## src/rtl/regfile_2r1w_param.sv

```systemverilog
// Two-read/one-write register file with byte-enable writes and a write-to-read bypass.
// A clear sequencer zeroes the storage one entry per cycle.
module regfile_2r1w_param #(
    parameter int DATA_W = 32,
    parameter int DEPTH  = 8,
    parameter int ADDR_W = 3
) (
    input  logic                  clk,
    input  logic                  reset,
    input  logic                  we,
    input  logic [ADDR_W-1:0]     wAddr,
    input  logic [DATA_W/8-1:0]   wBe,
    input  logic [DATA_W-1:0]     wData,
    input  logic                  re0,
    input  logic [ADDR_W-1:0]     rAddr0,
    output logic [DATA_W-1:0]     rData0,
    output logic                  rValid0,
    input  logic                  re1,
    input  logic [ADDR_W-1:0]     rAddr1,
    output logic [DATA_W-1:0]     rData1,
    output logic                  rValid1,
    input  logic                  clr,
    output logic                  busy
);

    localparam int                NB       = DATA_W / 8;
    localparam logic [ADDR_W:0]   DEPTH_X  = (ADDR_W + 1)'(DEPTH);
    localparam logic [ADDR_W-1:0] LAST_IDX = ADDR_W'(DEPTH - 1);

    typedef enum logic [0:0] {
        ST_IDLE  = 1'b0,
        ST_SWEEP = 1'b1
    } state_t;

    state_t              state_q, state_d;
    logic [ADDR_W-1:0]   ptr_q, ptr_d;
    logic [DATA_W-1:0]   mem_q [DEPTH];
    logic [DATA_W-1:0]   mem_d [DEPTH];
    logic [DATA_W-1:0]   rdata0_q, rdata0_d, rdata1_q, rdata1_d;
    logic                rvalid0_q, rvalid0_d, rvalid1_q, rvalid1_d;
    logic                busy_q, busy_d;
    logic                write_ok;
    logic [DATA_W-1:0]   rsel0, rsel1;

    function automatic logic in_range(input logic [ADDR_W-1:0] a);
        return ({1'b0, a} < DEPTH_X);
    endfunction

    function automatic logic [DATA_W-1:0] merge_bytes(
        input logic [DATA_W-1:0] old_v,
        input logic [DATA_W-1:0] new_v,
        input logic [NB-1:0]     be
    );
        logic [DATA_W-1:0] res;
        res = old_v;
        for (int b = 0; b < NB; b++) begin
            if (be[b]) begin
                res[8*b +: 8] = new_v[8*b +: 8];
            end else begin
                res[8*b +: 8] = old_v[8*b +: 8];
            end
        end
        return res;
    endfunction

    // Clear sequencer next state: one entry per cycle, clr ignored while sweeping
    always_comb begin
        state_d = state_q;
        ptr_d   = ptr_q;
        case (state_q)
            ST_IDLE: begin
                if (clr) begin
                    state_d = ST_SWEEP;
                    ptr_d   = '0;
                end else begin
                    state_d = ST_IDLE;
                    ptr_d   = ptr_q;
                end
            end
            ST_SWEEP: begin
                if (ptr_q == LAST_IDX) begin
                    state_d = ST_IDLE;
                    ptr_d   = '0;
                end else begin
                    state_d = ST_SWEEP;
                    ptr_d   = ptr_q + 1'b1;
                end
            end
            default: begin
                state_d = ST_IDLE;
                ptr_d   = '0;
            end
        endcase
        busy_d = (state_d == ST_SWEEP);
    end

    // Next storage image; reads sample this so they see same-edge writes and sweeps
    always_comb begin
        write_ok = we & (state_q == ST_IDLE) & ~clr & in_range(wAddr);
        for (int i = 0; i < DEPTH; i++) begin
            if (write_ok && (wAddr == ADDR_W'(i))) begin
                mem_d[i] = merge_bytes(mem_q[i], wData, wBe);
            end else if ((state_q == ST_SWEEP) && (ptr_q == ADDR_W'(i))) begin
                mem_d[i] = '0;
            end else begin
                mem_d[i] = mem_q[i];
            end
        end
    end

    // Read muxes; an address outside the array matches no entry and yields zero
    always_comb begin
        rsel0 = '0;
        rsel1 = '0;
        for (int i = 0; i < DEPTH; i++) begin
            if (rAddr0 == ADDR_W'(i)) begin
                rsel0 = mem_d[i];
            end else begin
                rsel0 = rsel0;
            end
            if (rAddr1 == ADDR_W'(i)) begin
                rsel1 = mem_d[i];
            end else begin
                rsel1 = rsel1;
            end
        end
        rdata0_d  = re0 ? rsel0 : rdata0_q;
        rdata1_d  = re1 ? rsel1 : rdata1_q;
        rvalid0_d = re0;
        rvalid1_d = re1;
    end

    // State, storage and output registers
    always_ff @(posedge clk) begin
        if (reset) begin
            state_q   <= ST_IDLE;
            ptr_q     <= '0;
            busy_q    <= 1'b0;
            rdata0_q  <= '0;
            rdata1_q  <= '0;
            rvalid0_q <= 1'b0;
            rvalid1_q <= 1'b0;
            for (int i = 0; i < DEPTH; i++) begin
                mem_q[i] <= '0;
            end
        end else begin
            state_q   <= state_d;
            ptr_q     <= ptr_d;
            busy_q    <= busy_d;
            rdata0_q  <= rdata0_d;
            rdata1_q  <= rdata1_d;
            rvalid0_q <= rvalid0_d;
            rvalid1_q <= rvalid1_d;
            for (int i = 0; i < DEPTH; i++) begin
                mem_q[i] <= mem_d[i];
            end
        end
    end

    assign rData0  = rdata0_q;
    assign rData1  = rdata1_q;
    assign rValid0 = rvalid0_q;
    assign rValid1 = rvalid1_q;
    assign busy    = busy_q;

endmodule

```

## config.mk

```make
export PLATFORM = sky130hd
export DESIGN_NAME = regfile_2r1w_param
export DESIGN_NICKNAME = d
export VERILOG_FILES = /design/src/rtl/regfile_2r1w_param.sv
export SDC_FILE = /design/constraint.sdc
export NUM_CORES = 1
export LEC_CHECK = 0
export ABC_AREA = 1
export BUFFER_PORTS_ARGS = -buffer_cell sky130_fd_sc_hd__buf_2
export CORE_MARGIN = 4
export CORE_UTILIZATION = 35
export CTS_BUF_LIST = sky130_fd_sc_hd__clkbuf_8
export DETAILED_ROUTE_END_ITERATION = 8
export PLACE_DENSITY_LB_ADDON = 0.25
export SLEW_MARGIN = 40
export SYNTH_ARGS = -nofsm -noshare
export SYNTH_HDL_FRONTEND = slang
export SYNTH_SLANG_ARGS = --single-unit
```

## constraint.sdc

```tcl
create_clock -name clk -period 2.4 [get_ports clk]
set_input_delay 0.48 -clock clk [delete_from_list [all_inputs] [get_ports clk]]
set_output_delay 0.48 -clock clk [all_outputs]
set_load 0.1 [all_outputs]
```

==> flow_metrics.env, run 1 <==
export IMPL_yosysSeqAreaShare=0.3258
export IMPL_syn_nets=3573
export IMPL_cts_tree="built"
export IMPL_fmax_mhz=450.6
export IMPL_period_share=0.9246
export IMPL_synthXorXnorAreaFrac=0
export IMPL_synth_most_common_cell="nand2_1"
export IMPL_syn_to_final_growth_pct=18.54
export IMPL_cts_hold_buf=0
export IMPL_grt_max_degree=62
export IMPL_synthCells=3516
export IMPL_hold_violations=0
export IMPL_arrival_ns=1.74
export IMPL_end_kind="output pin"
export IMPL_p_per_area_nw_per_um2=533.6
export IMPL_finalInstanceArea_um2=23750
export IMPL_whs_ns=0.1816
export IMPL_gp_congestion=0.8745
export IMPL_post_place_ws_ns=0.1150
export IMPL_synthMuxAreaShare=0
export IMPL_worst_pin_slew_ns=0.6267
export IMPL_ir_worst_vdd_uv=392.2
export IMPL_cpPeakStageDelay_ns=0.49
export IMPL_vias=22840
export IMPL_fin_skew_ns=0.03788
export IMPL_yosysWarnings=0
export IMPL_cts_max_level=2
export IMPL_numCtsBuffers=59
export IMPL_postCtsSetupBuffers=0
export IMPL_drt_wirelength_per_cell_um=19.16
export IMPL_clock_sinks=326
export IMPL_drive_gt1_frac=0.1073
export IMPL_path_cells="buf_4, buf_2"
export IMPL_synth_compound_area_frac=0.09944
export IMPL_synth_cell_types=27
export IMPL_cts_resized=0
export IMPL_dpl_cell_area_um2=22610
export IMPL_path_clk_slew_ns=0.06
export IMPL_numPortBuffers=117
export IMPL_grt_ovfl_total=0
export IMPL_num_fill_cells=6110
export IMPL_synth_fa_ha_area_frac=0.003748
export IMPL_seq_area_um2=6526
export IMPL_dp_hpwl_um=52750
export IMPL_path_max_fanout=11
export IMPL_grt_pass1_wl_um=127400
export IMPL_tns_ns=0
export IMPL_outcome="finished clean"
export IMPL_rows=87
export IMPL_drv_cap=0
export IMPL_core_um2=56500
export IMPL_via_per_inst=5.167
export IMPL_finalCriticalPeriod_ns=2.219
export IMPL_setup_viol=0
export IMPL_final_max_slew_violation_count=0
export IMPL_hold_path_class="in -> reg"
export IMPL_grt_usage=0.2699
export IMPL_synth_edf_count=0
export IMPL_ant_nets=0
export IMPL_finalWirelength_um=84690
export IMPL_die_h_um=247.2
export IMPL_clockRootBuffer="clkbuf_8"
export IMPL_remaining_drc_errors=0
export IMPL_critPathRequiredTime_ns=1.92
export IMPL_grt_pass1_vias=20780
export IMPL_insertion_delay_ns=0.69
export IMPL_synthTopCellsByArea="dfxtp_1 (33%), nand2_1 (19%), nand3_1 (12%), nor2_1 (9.9%), inv_1 (7.1%)"
export IMPL_ys_async_sr_fraction=0
export IMPL_start_util=0.3546
export IMPL_p_leak_nw=10.25
export IMPL_die_area_um2=61130
export IMPL_relSlewSlack=0.5851
export IMPL_clockBufferDepth=3
export IMPL_cp_slowest_cell="buf_2"
export IMPL_antenna_found_initial=1
export IMPL_netlist_area_um2=20030
export IMPL_die_w_um=247.2
export IMPL_synth_simple_area_share=0.4440
export IMPL_finalWorstSetupSlack_ns=0.1810
export IMPL_io_pins=118
export IMPL_yosys_top_cells_count="nand2_1 (1038), nor2_1 (526), nand3_1 (487), inv_1 (380), dfxtp_1 (326)"
export IMPL_yosys_most_used_dff="dfxtp_1"
export IMPL_syn_avg_cell_area_um2=5.697
export IMPL_multi_input_area_um2=11050
export IMPL_nNetsFinal=3677
export IMPL_worstSetupStartpointType="flop"
export IMPL_setup_worst_path_class="reg -> out"
export IMPL_drt_pass1_iter_count=8
export IMPL_ys_ff_latch=326
export IMPL_drt_iter0_drc=2135
export IMPL_post_synth_top_area_cell="dfxtp_1"
export IMPL_synth_top_family_by_area="simple AND/OR/NAND/NOR gates"
export IMPL_yosysTopAreaCellShare=0.3258
export IMPL_rsz0062_at_grt="false"
## power by group
group          internal [mW]  leakage (nW)  switching (mW)
sequential              5.49          2.63          0.0545
combinational          0.493          6.95            1.41
clock                   2.70         0.667            2.52
total                   8.69          10.3            3.98
## cells in the final DEF (no fill, tap or decap), drive strengths merged, types with 3 or more instances in the layout
| cell | synthesis | layout |
|---|---|---|
| buf | 62 | 266 |
| inv | 401 | 424 |
| o31ai | 24 | 24 |
| ha | 6 | 6 |
| clkinv | 33 | 38 |
| nand2 | 1040 | 1040 |
| nand4 | 65 | 65 |
| diode | 0 | 3 |
| nand3 | 487 | 487 |
| dfxtp | 326 | 326 |
| clkbuf | 161 | 73 |
| a21oi | 191 | 191 |
| nor3 | 15 | 15 |
| o21ai | 168 | 168 |
| nor2 | 534 | 534 |
## flip-flops by register name, summed over array words and instances (netlist names)
register / cells
mem_q: 256
rData0: 32
rData1: 32
ptr_q: 3
busy: 1
rValid0: 1
rValid1: 1
## critical path: cells and delay by family (launching register included)
family   cells  cell delay (ns)
buf+inv      2             0.70
flops        1             0.33
## layer usage
metal	wire, um	track usage
met5	0	0
met4	2899	0.08893
met3	8468	0.05747
met2	36000	0.4165
met1	37320	0.3751
## path summary, 6_finish.rpt
path	from	endpoint	slack [ns]	depth (start not counted)
worst max-delay path	busy$_SDFF_PP0_	busy	0.18	2
worst min-delay path	reset	mem_q[1][107]$_SDFF_PP0_	0.18	2
worst min register to register	rData0[10]$_SDFFE_PP0P_	rData0[10]$_SDFFE_PP0P_	0.46	2
worst max register to register	busy$_SDFF_PP0_	rData1[22]$_SDFFE_PP0P_	0.23	14
## stage by stage
stage | power (mW) | util | instances
final | 12.67 | 0.4203 | 4420
after global routing | 13.13 | 0.4203 | 4419
after CTS | 12.75 | 0.4202 | 4417
after detailed placement | 7.535 | 0.4003 | 4315
after global placement | 7.538 | 0.4003 | 4315
after floorplan | 6.773 | - | 3516
## layout make-up
cell class / instances / share of cell area
antenna: 3 / 0.0003162
clock inverter: 29 / 0.005006
tap: 756 / 0.03984
inverter: 434 / 0.06861
timing repair buffer: 266 / 0.1038
multi-input combinational: 2533 / 0.4653
clock buffer: 73 / 0.04231
sequential: 326 / 0.2748
## logic make-up (layout without fill, tap and decap cells)
family,count (synthesis),after routing
AND/OR/NAND/NOR,2142,2142
buffers and inverters,657,802
other,0,3
AO/OA/AOI/OAI,385,385
flip-flops,326,326
adder cells (fa/ha/maj),6,6
Note: power is estimated with default switching activity, not from simulation.
==> run 2, diff against run 1 <==
--- a/config.mk
+++ b/config.mk
@@ -5,7 +5,6 @@
 export SDC_FILE = /design/constraint.sdc
 export NUM_CORES = 1
 export LEC_CHECK = 0
-export ABC_AREA = 1
 export BUFFER_PORTS_ARGS = -buffer_cell sky130_fd_sc_hd__buf_2
 export CORE_MARGIN = 4
 export CORE_UTILIZATION = 35
==> run 2 against run 1 <==
Net effect:
- count of clock-buffer cells in the layout up 4
- clock skew shrank 0.015 ns
- synthesized cell count shrank 40%
- largest cell class unchanged
- critical path type is now reg -> reg
- global-route usage up 2.0 points
==> flow_metrics.env, run 2 <==
export IMPL_start_util=0.3548
export IMPL_core_um2=50170
export IMPL_path_max_fanout=10
export IMPL_numCtsBuffers=58
export IMPL_yosysWarnings=0
export IMPL_path_clk_slew_ns=0.07
export IMPL_final_common_cell="dfxtp_1"
export IMPL_relSlewSlack=0.4834
export IMPL_via_per_inst=6.418
export IMPL_ir_worst_vdd_uv=361.8
export IMPL_io_pins=118
export IMPL_p_leak_nw=8.265
export IMPL_setup_worst_path_class="reg -> reg"
export IMPL_synth_edf_count=0
export IMPL_nNetsFinal=2430
export IMPL_die_h_um=233.5
export IMPL_drt_iter0_drc=2489
export IMPL_cts_max_level=2
export IMPL_final_max_slew_violation_count=0
export IMPL_syn_nets=2181
export IMPL_finalWirelength_um=81960
export IMPL_layout_cells_most_common_list="dfxtp_1 (325), buf_4 (266), nand2_1 (209)"
export IMPL_clockBufferDepth=3
export IMPL_grt_pass1_wl_um=121800
export IMPL_arrival_ns=2.89
export IMPL_dpl_cell_count=2985
export IMPL_netlist_area_um2=17800
export IMPL_synthTopCellsByArea="dfxtp_1 (37%), a221oi_1 (6.1%), nor2b_1 (4.8%), a22o_1 (4.7%), nand2_1 (4.5%)"
export IMPL_multi_input_area_um2=10510
export IMPL_die_area_um2=54530
export IMPL_cpPeakStageDelay_ns=0.48
export IMPL_top_register="mem_q"
export IMPL_numPortBuffers=117
export IMPL_die_w_um=233.5
export IMPL_largest_reg_flops=256
export IMPL_yosysTopAreaCellShare=0.3667
export IMPL_vias=19810
export IMPL_clockRootBuffer="clkbuf_8"
export IMPL_yosys_most_used_dff="dfxtp_1"
export IMPL_syn_to_final_growth_pct=25.85
export IMPL_period_share=0.9781
export IMPL_drv_cap=0
export IMPL_post_synth_top_area_cell="dfxtp_1"
export IMPL_dp_hpwl_um=53650
export IMPL_whs_ns=0.1359
export IMPL_synth_cell_types=79
export IMPL_worstSetupStartpointType="flop"
export IMPL_grt_usage=0.2898
export IMPL_cp_slowest_cell="or3b_4"
export IMPL_postCtsSetupBuffers=0
export IMPL_antenna_found_initial=4
export IMPL_grt_ovfl_total=0
export IMPL_drive_gt1_frac=0.2630
export IMPL_grt_max_degree=129
export IMPL_gp_congestion=0.9548
export IMPL_cts_hold_buf=0
export IMPL_drt_wirelength_per_cell_um=26.56
export IMPL_worst_pin_slew_ns=0.7707
export IMPL_path_cells="or3b_4, buf_12, nor3_4, buf_4, o21ai_0, a221oi_1, o221a_2, o211ai_1"
export IMPL_rsz0062_at_grt="true"
export IMPL_cts_tree="built"
export IMPL_critPathRequiredTime_ns=2.94
export IMPL_rows=82
export IMPL_end_kind="flop"
export IMPL_ys_async_sr_fraction=0
export IMPL_grt_pass1_vias=19710
export IMPL_outcome="finished clean"
export IMPL_setup_viol=0
export IMPL_drt_pass1_iter_count=6
export IMPL_fmax_mhz=426.0
export IMPL_synthCells=2124
export IMPL_insertion_delay_ns=0.67
export IMPL_yosysSeqAreaShare=0.3667
export IMPL_synth_most_common_cell="dfxtp_1"
export IMPL_ys_ff_latch=326
export IMPL_hold_path_class="in -> reg"
export IMPL_fin_skew_ns=0.02271
export IMPL_hold_violations=0
export IMPL_yosys_top_cells_count="dfxtp_1 (326), nand2_1 (212), clkbuf_1 (167), nor2b_1 (136), a221oi_1 (124)"
export IMPL_remaining_drc_errors=0
export IMPL_clock_sinks=326
export IMPL_num_fill_cells=4923
export IMPL_tns_ns=0
export IMPL_seq_area_um2=6530
export IMPL_finalCriticalPeriod_ns=2.347
export IMPL_final_cells=3086
export IMPL_p_per_area_nw_per_um2=575.5
export IMPL_syn_avg_cell_area_um2=8.380
export IMPL_antennaDiodeCount=0
export IMPL_ant_nets=0
[run 2: changes by cell type in the layout (fill, tap and decap cells not counted), sizes merged, moves of 61 or more]
| cell | before | now |
|---|---|---|
| nand2 | 1040 | 213 |
| nor2 | 534 | 106 |
| inv | 424 | 43 |
| a22oi | 0 | 84 |
| buf | 266 | 416 |
| a21oi | 191 | 117 |
| nand3 | 487 | 89 |
| a22o | 0 | 96 |
| o211ai | 0 | 62 |
| a221oi | 0 | 124 |
| nand4 | 65 | 4 |
| o221ai | 0 | 64 |
| nor2b | 0 | 136 |
| o21ai | 168 | 99 |
[run 2: critical path, delay by kind of cell (launching register included)]
family	cells	cell delay [ns]
AO/OA/AOI/OAI	4	0.81
buffers and inverters	2	0.35
flip-flops	1	0.39
AND/OR/NAND/NOR	2	0.67
[run 2: per-layer routing]
layer / GRT usage / wire length, um / vias up
li1: - / - / 8712
met1: 0.3804 / 33500 / 9480
met2: 0.4472 / 35940 / 1298
met3: 0.06561 / 8341 / 309
met4: 0.1454 / 4136 / 6
met5: 0 / 41 / -
[run 2: final timing paths]
path,startpoint,to,slack (ns),cells after the start
worst max-delay path,busy$_SDFF_PP0_,rData1[30]$_SDFFE_PP0P_,0.05,8
worst min register to register,rData0[15]$_SDFFE_PP0P_,rData0[15]$_SDFFE_PP0P_,0.47,2
worst max register to register,busy$_SDFF_PP0_,rData1[30]$_SDFFE_PP0P_,0.05,8
worst min-delay path,wData[10],mem_q[0][42]$_SDFF_PP0_,0.14,3
[run 2: area by class of cell]
| type | instances | share of cell area |
|---|---|---|
| multi-input combinational | 1544 | 0.4691 |
| sequential | 326 | 0.2915 |
| timing repair buffer | 417 | 0.1457 |
| clock buffer | 77 | 0.04731 |
| tap | 672 | 0.03754 |
| clock inverter | 24 | 0.004524 |
| inverter | 26 | 0.004357 |
[run 2: cells by family (layout without fill, tap and decap cells)]
kind of cell / count (synthesis) / after routing / synth area share
AO/OA/AOI/OAI: 860 / 860 / 0.3739
adder cells (fa/ha/maj): 6 / 6 / 0.004218
buffers and inverters: 254 / 544 / 0.05736
flip-flops: 326 / 326 / 0.3667
multiplexers: 13 / 13 / 0.007732
AND/OR/NAND/NOR: 665 / 665 / 0.1901
[run 2: metrics by stage]
stage          worst slack, ns  total power, mW  instance area, um^2  utilization
6_report               0.05265            12.89                22400       0.4465
5_1_grt               -0.03849            13.31                22400       0.4465
4_1_cts               0.003884            12.91                22270       0.4439
3_5_place_dp           -0.3333            7.619                21100       0.4205
3_3_place_gp           -0.3847            7.598                21080       0.4202
2_1_floorplan          0.03154            6.818                17800            -
[run 2: report_power, final]
part	total (mW)	internal, mW	switching [mW]
logic	2.04	0.620	1.42
registers	5.52	5.48	0.0390
clock network	5.33	2.83	2.50
total	12.9	8.93	3.96
[run 2: repair_timing]
item | CTS | global route
resized for setup | 1 | 36
endpoints found under the setup margin | 9 | 63
pin swaps | 1 | 6
